[src/rtl/bcid_sync_controller.sv]
// BCID counter sequencer: turns BC-reset strobes into the counter's load pulse,
// checks orbit alignment at each later BCR and tracks lock / misalignment errors.
module bcid_sync_controller #(
  parameter int MAX_BCID   = 3563,
  parameter int ERR_THRESH = 3,
  parameter int ERR_CNT_W  = 8
) (
  input  logic                 clkTMR,
  input  logic                 resetTMR,
  input  logic                 enableTMR,
  input  logic                 autoResyncTMR,
  input  logic                 bcrTMR,
  input  logic                 clrErrTMR,
  input  logic [11:0]          offsetTMR,
  input  logic [11:0]          BCIDTMR,
  output logic                 rstBCIDTMR,
  output logic                 disTMR,
  output logic                 lockedTMR,
  output logic                 mismatchTMR,
  output logic [ERR_CNT_W-1:0] errCountTMR,
  output logic [1:0]           stateTMR
);

  localparam logic [1:0] ST_DISABLED = 2'd0;
  localparam logic [1:0] ST_ARM      = 2'd1;
  localparam logic [1:0] ST_LOCKED   = 2'd2;
  localparam logic [1:0] ST_LOST     = 2'd3;

  // The counter loads offset two cycles after the BCR, so a full orbit later it
  // reads offset + MAX_BCID - 1 (wrapped) in the BCR cycle.
  function automatic logic [11:0] expectedBcid(input logic [11:0] off);
    logic [12:0] sum;
    sum = {1'b0, off} + 13'(MAX_BCID - 1);
    if (sum > 13'(MAX_BCID)) sum = sum - 13'(MAX_BCID + 1);
    return sum[11:0];
  endfunction

  function automatic logic [ERR_CNT_W-1:0] satInc(input logic [ERR_CNT_W-1:0] v);
    if (&v) return v;
    return v + {{(ERR_CNT_W-1){1'b0}}, 1'b1};
  endfunction

  logic [1:0]  stateReg, stateNext;
  logic [3:0]  consecReg, consecNext;
  logic [1:0]  settleReg, settleNext;
  logic        resync_p0, mismatch_p0;
  logic [11:0] expect_p0;
  logic        offsetValid;
  logic [4:0]  consecInc;

  assign expect_p0   = expectedBcid(offsetTMR);
  assign offsetValid = ({1'b0, offsetTMR} <= 13'(MAX_BCID));
  assign consecInc   = {1'b0, consecReg} + 5'd1;
  assign stateTMR    = stateReg;

  // Stage 0: decode strobes against current state and alignment check
  always_comb begin
    stateNext   = stateReg;
    consecNext  = consecReg;
    settleNext  = (settleReg != 2'd0) ? settleReg - 2'd1 : 2'd0;
    resync_p0   = 1'b0;
    mismatch_p0 = 1'b0;
    if (!enableTMR) begin
      stateNext  = ST_DISABLED;
      consecNext = 4'd0;
      settleNext = 2'd0;
    end else begin
      case (stateReg)
        ST_DISABLED: stateNext = ST_ARM;
        ST_ARM: begin
          if (bcrTMR && offsetValid) begin
            resync_p0  = 1'b1;
            stateNext  = ST_LOCKED;
            consecNext = 4'd0;
          end
        end
        ST_LOCKED: begin
          if (bcrTMR) begin
            if (settleReg != 2'd0) begin
              // BCR while the counter is still loading: restart, do not judge
              resync_p0 = offsetValid;
            end else if (BCIDTMR != expect_p0) begin
              mismatch_p0 = 1'b1;
              if (consecInc >= 5'(ERR_THRESH)) begin
                consecNext = 4'd0;
                if (autoResyncTMR && offsetValid) resync_p0 = 1'b1;
                else if (autoResyncTMR)           stateNext = ST_ARM;
                else                              stateNext = ST_LOST;
              end else begin
                consecNext = consecInc[3:0];
              end
            end else begin
              consecNext = 4'd0;
            end
          end
        end
        ST_LOST: begin
          if (clrErrTMR) begin
            stateNext  = ST_ARM;
            consecNext = 4'd0;
          end
        end
        default: stateNext = ST_DISABLED;
      endcase
    end
    if (resync_p0) settleNext = 2'd2;
  end

  // Stage 1: registered outputs and state
  always_ff @(posedge clkTMR or negedge resetTMR) begin
    if (!resetTMR) begin
      stateReg    <= ST_DISABLED;
      consecReg   <= 4'd0;
      settleReg   <= 2'd0;
      rstBCIDTMR  <= 1'b1;
      disTMR      <= 1'b1;
      lockedTMR   <= 1'b0;
      mismatchTMR <= 1'b0;
      errCountTMR <= '0;
    end else begin
      stateReg    <= stateNext;
      consecReg   <= consecNext;
      settleReg   <= settleNext;
      rstBCIDTMR  <= ~resync_p0;
      disTMR      <= (stateNext == ST_DISABLED);
      lockedTMR   <= (stateNext == ST_LOCKED) && !resync_p0;
      mismatchTMR <= mismatch_p0;
      if (clrErrTMR)        errCountTMR <= '0;
      else if (mismatch_p0) errCountTMR <= satInc(errCountTMR);
    end
  end

endmodule

[config.mk]
export PLATFORM = sky130hd
export DESIGN_NAME = bcid_sync_controller
export DESIGN_NICKNAME = d
export VERILOG_FILES = /design/src/rtl/bcid_sync_controller.sv
export SDC_FILE = /design/constraint.sdc
export NUM_CORES = 1
export LEC_CHECK = 0
export ABC_AREA = 1
export CORE_ASPECT_RATIO = 0.75
export CORE_MARGIN = 4
export CORE_UTILIZATION = 38
export DETAILED_ROUTE_END_ITERATION = 12
export GPL_ROUTABILITY_DRIVEN = 0
export HOLD_SLACK_MARGIN = 0.1
export SLEW_MARGIN = 20
export SYNTH_ARGS = -nofsm -noshare
export SYNTH_HDL_FRONTEND = slang
export SYNTH_SLANG_ARGS = --single-unit
[constraint.sdc]
create_clock -name clkTMR -period 2.26 [get_ports clkTMR]
set_input_delay 0.565 -clock clkTMR [delete_from_list [all_inputs] [get_ports clkTMR]]
set_output_delay 0.565 -clock clkTMR [all_outputs]
set_load 0.01 [all_outputs]
# --- Word level (Yosys, flattened, before mapping) ---
# Cells that the tools add are included.
totals:
  reg_bits: 20
  input_bits: 30
  word_cells: 80
  output_inout_bits: 14
op_classes:
  n_eq_ne: 11
  n_bitwise: 1
  n_reduce_logical: 11
  addsub: 5
  n_lt_le_gt_ge: 3
  n_mux: 41
op_table:
  columns: ["op", "n"]
  rows:
  - ["$mux 4", 7]
  - ["$mux 2", 12]
  - ["$mux 8", 3]
  - ["$mux 1", 15]
  - ["$ne 3x3->1 const B", 5]
  - ["$add 12x12->13 const B", 1]
  - ["$gt 13x12->1 const B", 1]
  - ["$le 12x12->1 const B", 1]
  - ["$mux 12", 1]
  - ["$ne 12x12->1", 1]
  - ["$pmux 4 s3", 1]
  - ["$sub 12x12->12 const B", 1]
  - ["$add 8x1->8 const B", 1]
  - ["$pmux 2 s4", 1]
  - ["$reduce_and 8->1", 1]
  - ["$eq 2x2->1 const B", 3]
  - ["$add 4x1->5 const B", 1]
  - ["$ge 5x2->1 const B", 1]
  - ["$reduce_and 5->1", 1]
  - ["$logic_not 2->1", 2]
  - ["$ne 4x1->1 const B", 1]
  - ["$reduce_bool 2->1", 2]
  - ["$logic_and 1x1->1", 3]
  - ["$eq 2x1->1 const B", 1]
  - ["other kinds (5)", 5]

# --- Logic depth before layout (Yosys ltp) ---
# Gate-level depths: netlist of run 1.
depth:
  depth_word: 14
  depth_mapped: 26
  ltp_nobuf: 26

# --- Worst setup path before layout of run 1 ---
# OpenSTA, ideal clock, no wires.
synth_timing:
  path_kind: "input port to flip-flop"
  startpoint: "in offsetTMR[1]"
  endpoint: "reg errCountTMR[6]"
  cell_stages: 24
  n_path_buf: 2
  arrival_ns: 2.879
  setup_time_ns: 0.118
  slack_ns: -0.736
  required_time_ns: 2.142
  path_cell_list: "ha_1 xnor2_1 ha_1 nand3_1 nor2_1 nand2_1 nor2_1 nand2_1 nand2_1 inv_2 buf_4 nand3_1 nand3_1 nand3_1 nor2_2 nand3_4 nand2_2 nor2_2 nand2_2 nand2_2 nand2_4 buf_8 nand2_2 o21ai_2"
synth_via:
  elab_chain_cells: 11
  elab_cells_between_ends: 12
  cone_classes: "add/sub (2); order compare (1); eq/ne (1); mux (6); reduce/logical (2)"
synth_rtl:
  columns: ["item", "line_no", "source"]
  rows:
  - ["from (decl)", "14", "input logic [11:0] offsetTMR,"]
  - ["$add 12x12->13 *", "33", "sum = {1'b0, off} + 13'(MAX_BCID - 1);"]
  - ["$sub 12x12->12 or $gt 13x12->1 (tied branches)", "34", "if (sum > 13'(MAX_BCID)) sum = sum - 13'(MAX_BCID + 1);"]
  - ["$mux 12 *", "34", null]
  - ["$ne 12x12->1 *", "82", "end else if (BCIDTMR != expect_p0) begin"]
  - ["$mux 1 *", "82", null]
  - ["$mux 1 *", "79", "if (settleReg != 2'd0) begin"]
  - ["$mux 1 *", "78", "if (bcrTMR) begin"]
  - ["$mux 1 *", "68", "case (stateReg)"]
  - ["$mux 1 *", "63", "if (!enableTMR) begin"]
  - ["$reduce_bool 2->1 (no line) *", null, null]
  - ["$reduce_and 2->1 (no line) *", null, null]
  - ["to (signal assigned)", "129", "else if (mismatch_p0) errCountTMR <= satInc(errCountTMR);"]
  - ["to (decl)", "20", "output logic [ERR_CNT_W-1:0] errCountTMR,"]
# Mark *: on every way between the ends. The rest lies on a longest branch, timed or not.
# A chain may end at the register's enable or synchronous reset.

# --- Worst setup path in the final report of run 1 ---
layout_timing:
  startpoint: "in offsetTMR[1]"
  endpoint: "reg errCountTMR[7]"
# The elaborated chain is that of the path after synthesis.

==> summary.md, run 1 <==
| Metric | Value |
|---|---|
| Status | complete, but fails checks |
| Failing checks | setup timing |
| Count of different cell masters after synthesis | 37 |
| WP data arrival | 3.01 ns |
| Syn_area_per_cell | 6.681 sq um |
| Vias in the first global route | 2,151 |
| Adder-Cell Fraction of Synth Area | 6.187% |
| Worst-Margin Slew | 0.5038 ns |
| Drt first pass iters | 4 |
| Post-DP HPWL | 4.572 mm |
| Initial Utilization | 40.47% |
| Die Y | 74.27 um |
| Synthesized area | 2225 sq um |
| Top cell type's share of synthesized area | 20.25% |
| CTS Buf Count | 3 |
| Placed cell count | 489 |
| Max Fclk | 0.3494 GHz |
| Max-cap violations | 0 |
| Pwr dens | 342.2 nW/um^2 |
| Top-Level Pins | 44 |
| Post-route cell area | 3447 sq um |
| Final Hold Viols | 0 |
| Ant. Diodes | 0 |
| Mux contribution to synthesized area | 0% |
| Crit-path cells | buf_8, ha_4, o21ai_4, buf_4, nand2_2, nand2_1, nand2_1, nand2_1, nand3b_1, nand2_4, clkinvlp_4, nand3_1, nand3b_1, nand3_2, nor2_4, nand3_4, nand2_4, nor2_4, nand2_2, nand2_4, nand2_8, nand2_2, o21ai_2 |
| CTS tree | built |
| Sequential area share after synthesis | 22.61% |
| Critical Path Slowest Stage Cell | ha_4 |
| Global-route wire length before repair | 9.936 mm |
| CP max stage delay | 0.18 ns |
| Setup TNS | -8.781 ns |
| Worst r2r src | consecReg[0] |
| Residual DRC count | 0 |
| H-tree depth | 1 |
| Worst hold path type | reg -> reg |
| Xor and xnor fraction of the mapped netlist area | 5.456% |
| Core area | 5497 sq um |
| Vias per cell | 4.644 |
| Dpl ws | -1.337 ns |
| Rel. slew slack | 66.29% |
| Vias | 2,350 |
| RSZ-0062 raised after global routing | true |
| Placed Area | 3070 sq um |
| Cell taking the most area after synthesis | dfrtp_1 |
| Routed Antenna Nets | 0 |
| Worst Setup Path Type | in -> reg |
| Worst vdd ir | 181.8 uV |
| Sink Count | 20 |
| Post-Synthesis Cells | 333 |
| Worst EP required | 2.41 ns |
| Layout cell share with drive strength beyond 1 | 38.28% |
| Largest family of logic cells by synthesized area | simple AND/OR/NAND/NOR gates |
| Crit path launch type | primary input |
| Post-Layout Cell Count | 506 |
| CP Capture Type | flip-flop |
| Final Slew Violations | 0 |
| Root buffer cell | clkbuf_8 |
| All-Layer GR Usage | 17.33% |
| Largest net degree at the start of global routing | 21 |
| Routed WL per cell | 11.79 um |
| DIE WIDTH | 96.35 um |
| Cell Rows | 23 |
| Clock latency on the worst-skew pair | 0.26 ns |
| Fin crit period | 2.862 ns |
| P_leak | 1.687 nW |
| Net Count, Synth | 374 |
| Die area | 7155 sq um |
| # setup viols final | 18 |
| Initial antenna violation count | 0 |
| Area Growth Syn to Fin | 54.95% |
| Fin crit share | 126.7% |
| Synth Area in Compound Gates | 9.449% |
| Aggregate routed wire length | 5.966 mm |
| Fin worst setup slack | -0.6024 ns |
| Worst clock skew | 0.004935 ns |
| IO Port Bufs | 43 |
| Reg clk slew, reported paths | 0.07 ns |
| Top area cells in the synthesized netlist | dfrtp_1 20%, nand2_1 16%, inv_1 8.1% |
| Drt initial violations | 93 |
| CP startpoint | offsetTMR[1] |
| Yosys warns | 0 |
| Synth Area in Simple Gates | 45.67% |
| Flops & latches, synth | 20 |
| CTS Buffer Depth | 2 |
| Total congestion overflow | 0 |
| Fin nets | 473 |
| WHS | 0.5106 ns |
| Crit-path max FO | 8 |
| Worst Hold Launch | consecReg[2] |
[metrics by stage]
step	utilization, %	total power, mW
after floorplan	-	0.6631
after global placement	55.86	0.8731
after detailed placement	55.86	0.8785
after CTS	60.51	1.169
after global routing	62.71	1.259
final	62.71	1.180
[placed cells by master, fill, tap and decap left out, types with 9 or more instances in the layout]
cell type and instances:
buf_4 48, dfrtp_1 18, nand2_2 24, nand3_2 13, xor2_1 9, clkdlybuf4s50_1 33
nand3_1 22, inv_2 9, nor2_1 20, nand2_1 74, inv_1 42
[power by group]
| group | total, mW | switching, mW | internal [mW] |
|---|---|---|---|
| logic | 0.554 | 0.291 | 0.263 |
| clock network | 0.241 | 0.115 | 0.126 |
| registers | 0.385 | 0.0134 | 0.372 |
[area by class of cell]
type | count | area, sq um
clock buffer | 4 | 45.04
fill | 516 | 2049
inverter | 53 | 206.4
multi-input combinational | 259 | 1778
sequential | 20 | 503.0
tap | 75 | 93.84
timing repair buffer | 94 | 813.3
timing repair inverter | 1 | 7.507
[state kept, by name, indices dropped and copies added, names as in the netlist]
name and cells:
errCountTMR 8, stateTMR 2, consecReg 4, settleReg 2, lockedTMR 1, disTMR 1, mismatchTMR 1, rstBCIDTMR 1
[worst max-delay path, delay by kind of cell]
| kind | cells | cell delay, ns |
|---|---|---|
| and+or+nand+nor | 17 | 1.64 |
| buffers and inverters | 3 | 0.42 |
| AOI/OAI and AO/OA | 2 | 0.21 |
| adders and majority gates | 1 | 0.18 |
[metal layers]
layer | routed length (um) | global-route usage (%) | up-vias
li1 | - | - | 1254
met1 | 3177 | 26.89 | 1049
met2 | 2525 | 25.78 | 42
met3 | 235 | 2.831 | 5
met4 | 28 | 2.333 | 0
met5 | 0 | 0 | -
[path summary, 6_finish.rpt]
| check | end | slack, ns | cells after the start |
|---|---|---|---|
| max in group asynchronous | rstBCIDTMR | 1.33 | 2 |
| setup reg to reg | lockedTMR | 0.21 | 13 |
| min in group asynchronous | errCountTMR[5] | 0.64 | 2 |
| hold reg to reg | consecReg[2] | 0.51 | 2 |
| hold / removal | consecReg[2] | 0.51 | 2 |
| setup / recovery | errCountTMR[7] | -0.60 | 23 |
[kinds of logic after synthesis]
family	count (synthesis)
AND/OR/NAND/NOR	203
XOR/XNOR	13
adder cells (fa/ha/maj)	11
AO/OA/AOI/OAI	30
buffers and inverters	56
flip-flops	20
[synthesized netlist by cell type, drive strengths merged]
cell type    n
a2111oi      1
a211oi       1
a21o         1
a21oi        7
and2         1
buf          3
dfrtp       18
dfstp        2
ha          11
inv         53
nand2      107
nand3       37
nand3b       6
nand4        7
nor2        36
nor3         3
o21a         1
o21ai       16
o22ai        1
o31ai        1
o41ai        1
or2          6
xnor2        2
xor2        11
[repair_timing]
| action | 4_1_cts | 5_1_grt |
|---|---|---|
| hold buffers | 0 | 0 |
| endpoints found under the setup margin | 20 | 20 |
| gates cloned | 3 | 0 |
| buffers inserted | 4 | 6 |
| pin swaps | 35 | 29 |
| gates resized for setup | 61 | 36 |
Note: power is estimated with default switching activity, not from simulation.
==> run 2, diff against run 1 <==
Settings changed: PLACE_DENSITY set to 0.74.
==> run 2 against run 1 <==
  * The flow still finishes with violations (setup timing)
  * Global-route usage is 2.1 points higher
  * Routed wire length increased by 12%
  * Sequential share of layout area fell by 0.095 points
  * Hold slack worse by 0.0044 ns
  * Via count is 4.5% higher
  * Clock skew rose by 0.0015 ns
  * Sequential cell count unchanged
  * Total power is 2.2% higher
  * Combinational power increased by 4%
  * Die area unchanged
  * First-iteration DRC count grew 13%
  * Critical path type unchanged
==> summary.md, run 2 (synthesis results as in run 1) <==
| Metric | Value |
|---|---|
| Status | complete, but fails checks |
| Final Slew Violations | 0 (unchanged) |
| Cell Rows | 23 (unchanged) |
| Top-Level Pins | 44 (unchanged) |
| Clock latency on the worst-skew pair | 0.26 ns (about the same) |
| Worst vdd ir | 301.2 uV (+66%) |
| Largest net degree at the start of global routing | 21 (unchanged) |
| CTS Buf Count | 3 (unchanged) |
| Post-DP HPWL | 4.871 mm (+6.5%) |
| CTS tree | built |
| Crit-path max FO | 8 (unchanged) |
| Routed WL per cell | 13.26 um (+12%) |
| Multi-input gate area | 1795 sq um (+0.98%) |
| Crit path buf inv count | 3 (unchanged) |
| Worst clock skew | 0.006463 ns (+0.001528 ns) |
| Fin crit period | 2.919 ns (+0.05690 ns) |
| IO Port Bufs | 43 (unchanged) |
| All-Layer GR Usage | 19.40% (+2.1 points) |
| Area taken by flip-flops and latches | 503.0 sq um (unchanged) |
| Max-cap violations | 0 (unchanged) |
| Vias | 2,456 (+4.5%) |
| Commonest non-fill, non-tap cells in the layout | 76 x nand2_1, 45 x buf_4, 39 x inv_1 |
| Core area | 5497 sq um (unchanged) |
| Pwr dens | 347.3 nW/um^2 (+1.5%) |
| Worst Setup Path Type | in -> reg |
| Final Hold Viols | 0 (unchanged) |
| Initial antenna violation count | 0 (unchanged) |
| H-tree depth | 1 (unchanged) |
| Aggregate routed wire length | 6.696 mm (+12%) |
| Failing checks | setup timing |
| Vias in the first global route | 2,395 (+11%) |
| CTS Buffer Depth | 2 (unchanged) |
| Drt initial violations | 105 (+13%) |
| Fin crit share | 129.2% (+2.5 points) |
| CP max stage delay | 0.22 ns (+0.04 ns) |
| Setup TNS | -10.50 ns (-1.716 ns) |
| DIE WIDTH | 96.35 um (unchanged) |
| # setup viols final | 18 (unchanged) |
| Total congestion overflow | 0 (unchanged) |
| Drt first pass iters | 4 (unchanged) |
| Commonest non-fill, non-tap cell in the layout | nand2_1 |
| Largest registers | errCountTMR (8), consecReg (4) |
| Worst-Margin Slew | 0.4505 ns (-0.05331 ns) |
| Layout cell share with drive strength beyond 1 | 37.91% (-0.38 points) |
| Util after Layout | 63.12% (+0.41 points) |
| WP data arrival | 3.11 ns (+0.10 ns) |
| FILL cells | 442 (-14%) |
| Die Y | 74.27 um (unchanged) |
| CP delay by family, top | simple AND/OR/NAND/NOR gates |
| Max Fclk | 0.3425 GHz (-1.9%) |
| Worst EP required | 2.45 ns (+0.04 ns) |
| Crit path launch type | primary input |
| Sink Count | 20 (unchanged) |
| Area Growth Syn to Fin | 55.96% |
| Final Power | 1.205 mW (+2.2%) |
| Global-route wire length before repair | 11.04 mm (+11%) |
| Critical Path Slowest Stage Cell | xor2_4 |
| Die area | 7155 sq um (unchanged) |
| Post-CTS Hold Fix Bufs | 0 (unchanged) |
| Root buffer cell | clkbuf_8 |
| RSZ-0062 raised after global routing | true |
| Largest Register | errCountTMR |
| Worst hold path type | reg -> reg |
| Rel. slew slack | 69.88% (+3.6 points) |
| Fin worst setup slack | -0.6593 ns (-0.05690 ns) |
| Crit-path cells | buf_8, ha_4, o21ai_4, buf_6, xor2_4, nand2_1, nor2_1, nand2_1, nand2_2, clkinvlp_4, nand3_2, nand2_1, nand2_1, nand3_2, nor2_4, nand3_4, nand2_4, nor2_4, nand2_4, nand2_8, nand2_8, nand2_2, o21ai_2 |
| P_leak | 1.705 nW (+1.1%) |
| Vias per cell | 4.863 (+4.7%) |
| Initial Utilization | 40.47% (unchanged) |
| Ant. Diodes | 0 (unchanged) |
| Fin nets | 472 (-0.21%) |
| Residual DRC count | 0 (unchanged) |
| Routed Antenna Nets | 0 (unchanged) |
| CP Capture Type | flip-flop |
| Reg clk slew, reported paths | 0.08 ns (about the same) |
| Max FFs per register | 8 (unchanged) |
| Most used cell, CP | nand2_1 |
## run 2: where the power goes
part | leakage (nW) | switching [mW] | internal [mW] | total, mW
registers | 0.269 | 0.0171 | 0.372 | 0.389
clock network | 0.0228 | 0.116 | 0.125 | 0.242
logic | 1.41 | 0.302 | 0.272 | 0.574
total | 1.71 | 0.436 | 0.769 | 1.21
## run 2: layer usage
| metal | track usage, % | wire length (um) | part of all wire (%) | vias up |
|---|---|---|---|---|
| li1 | - | - | - | 1256 |
| met1 | 27.23 | 3113 | 46 | 1147 |
| met2 | 32.52 | 3288 | 49 | 47 |
| met3 | 2.528 | 256 | 3.8 | 6 |
| met4 | 3.421 | 38 | 0.57 | 0 |
| met5 | 0 | 0 | 0 | - |
## run 2: path summary, 6_finish.rpt
kind	startpoint	to	slack (ns)	depth (start not counted)
worst max-delay path	offsetTMR[1]	errCountTMR[7]	-0.66	23
worst min-delay path	consecReg[3]	consecReg[3]	0.51	2
worst max register to register	consecReg[0]	lockedTMR	0.17	13
worst min register to register	consecReg[3]	consecReg[3]	0.51	2
max in group asynchronous	resetTMR	disTMR	1.34	2
min in group asynchronous	resetTMR	errCountTMR[2]	0.64	2
## run 2: worst reg2reg max path: stages (launching register included)
cell,delay [ns]
dfrtp_1,0.43
inv_1,0.09
ha_1,0.30
o21ai_0,0.07
a2111oi_0,0.36
buf_4,0.22
a21oi_1,0.06
nand4_1,0.09
nand2_1,0.05
nand2_1,0.07
nand2_2,0.09
inv_1,0.07
nand2_1,0.05
nor2_1,0.09
## run 2: repair_timing
item,CTS,global route
setup endpoints to repair,20,20
cloned,3,0
setup buffers,6,5
pin swaps,36,22
gates resized for setup,75,22
## run 2: layout make-up
class | instances | share of cell area [%]
timing repair inverter | 1 | 0.2164
clock buffer | 4 | 1.298
sequential | 20 | 14.50
tap | 75 | 2.705
multi-input combinational | 259 | 51.75
timing repair buffer | 93 | 23.66
inverter | 53 | 5.878
## run 2: per-stage QoR
step | cells | hold slack, ns | cell area (sq um) | setup slack (ns)
CTS | 500 | 0.5060 | 3341 | -0.5895
detailed placement | 487 | 0.4872 | 3055 | -1.396
floorplan | 333 | 0.2694 | 2280 | -0.5304
global route | 505 | 0.5304 | 3470 | -0.8174
finish | 505 | 0.5062 | 3470 | -0.6593
global placement | 487 | 0.4780 | 3055 | -1.290
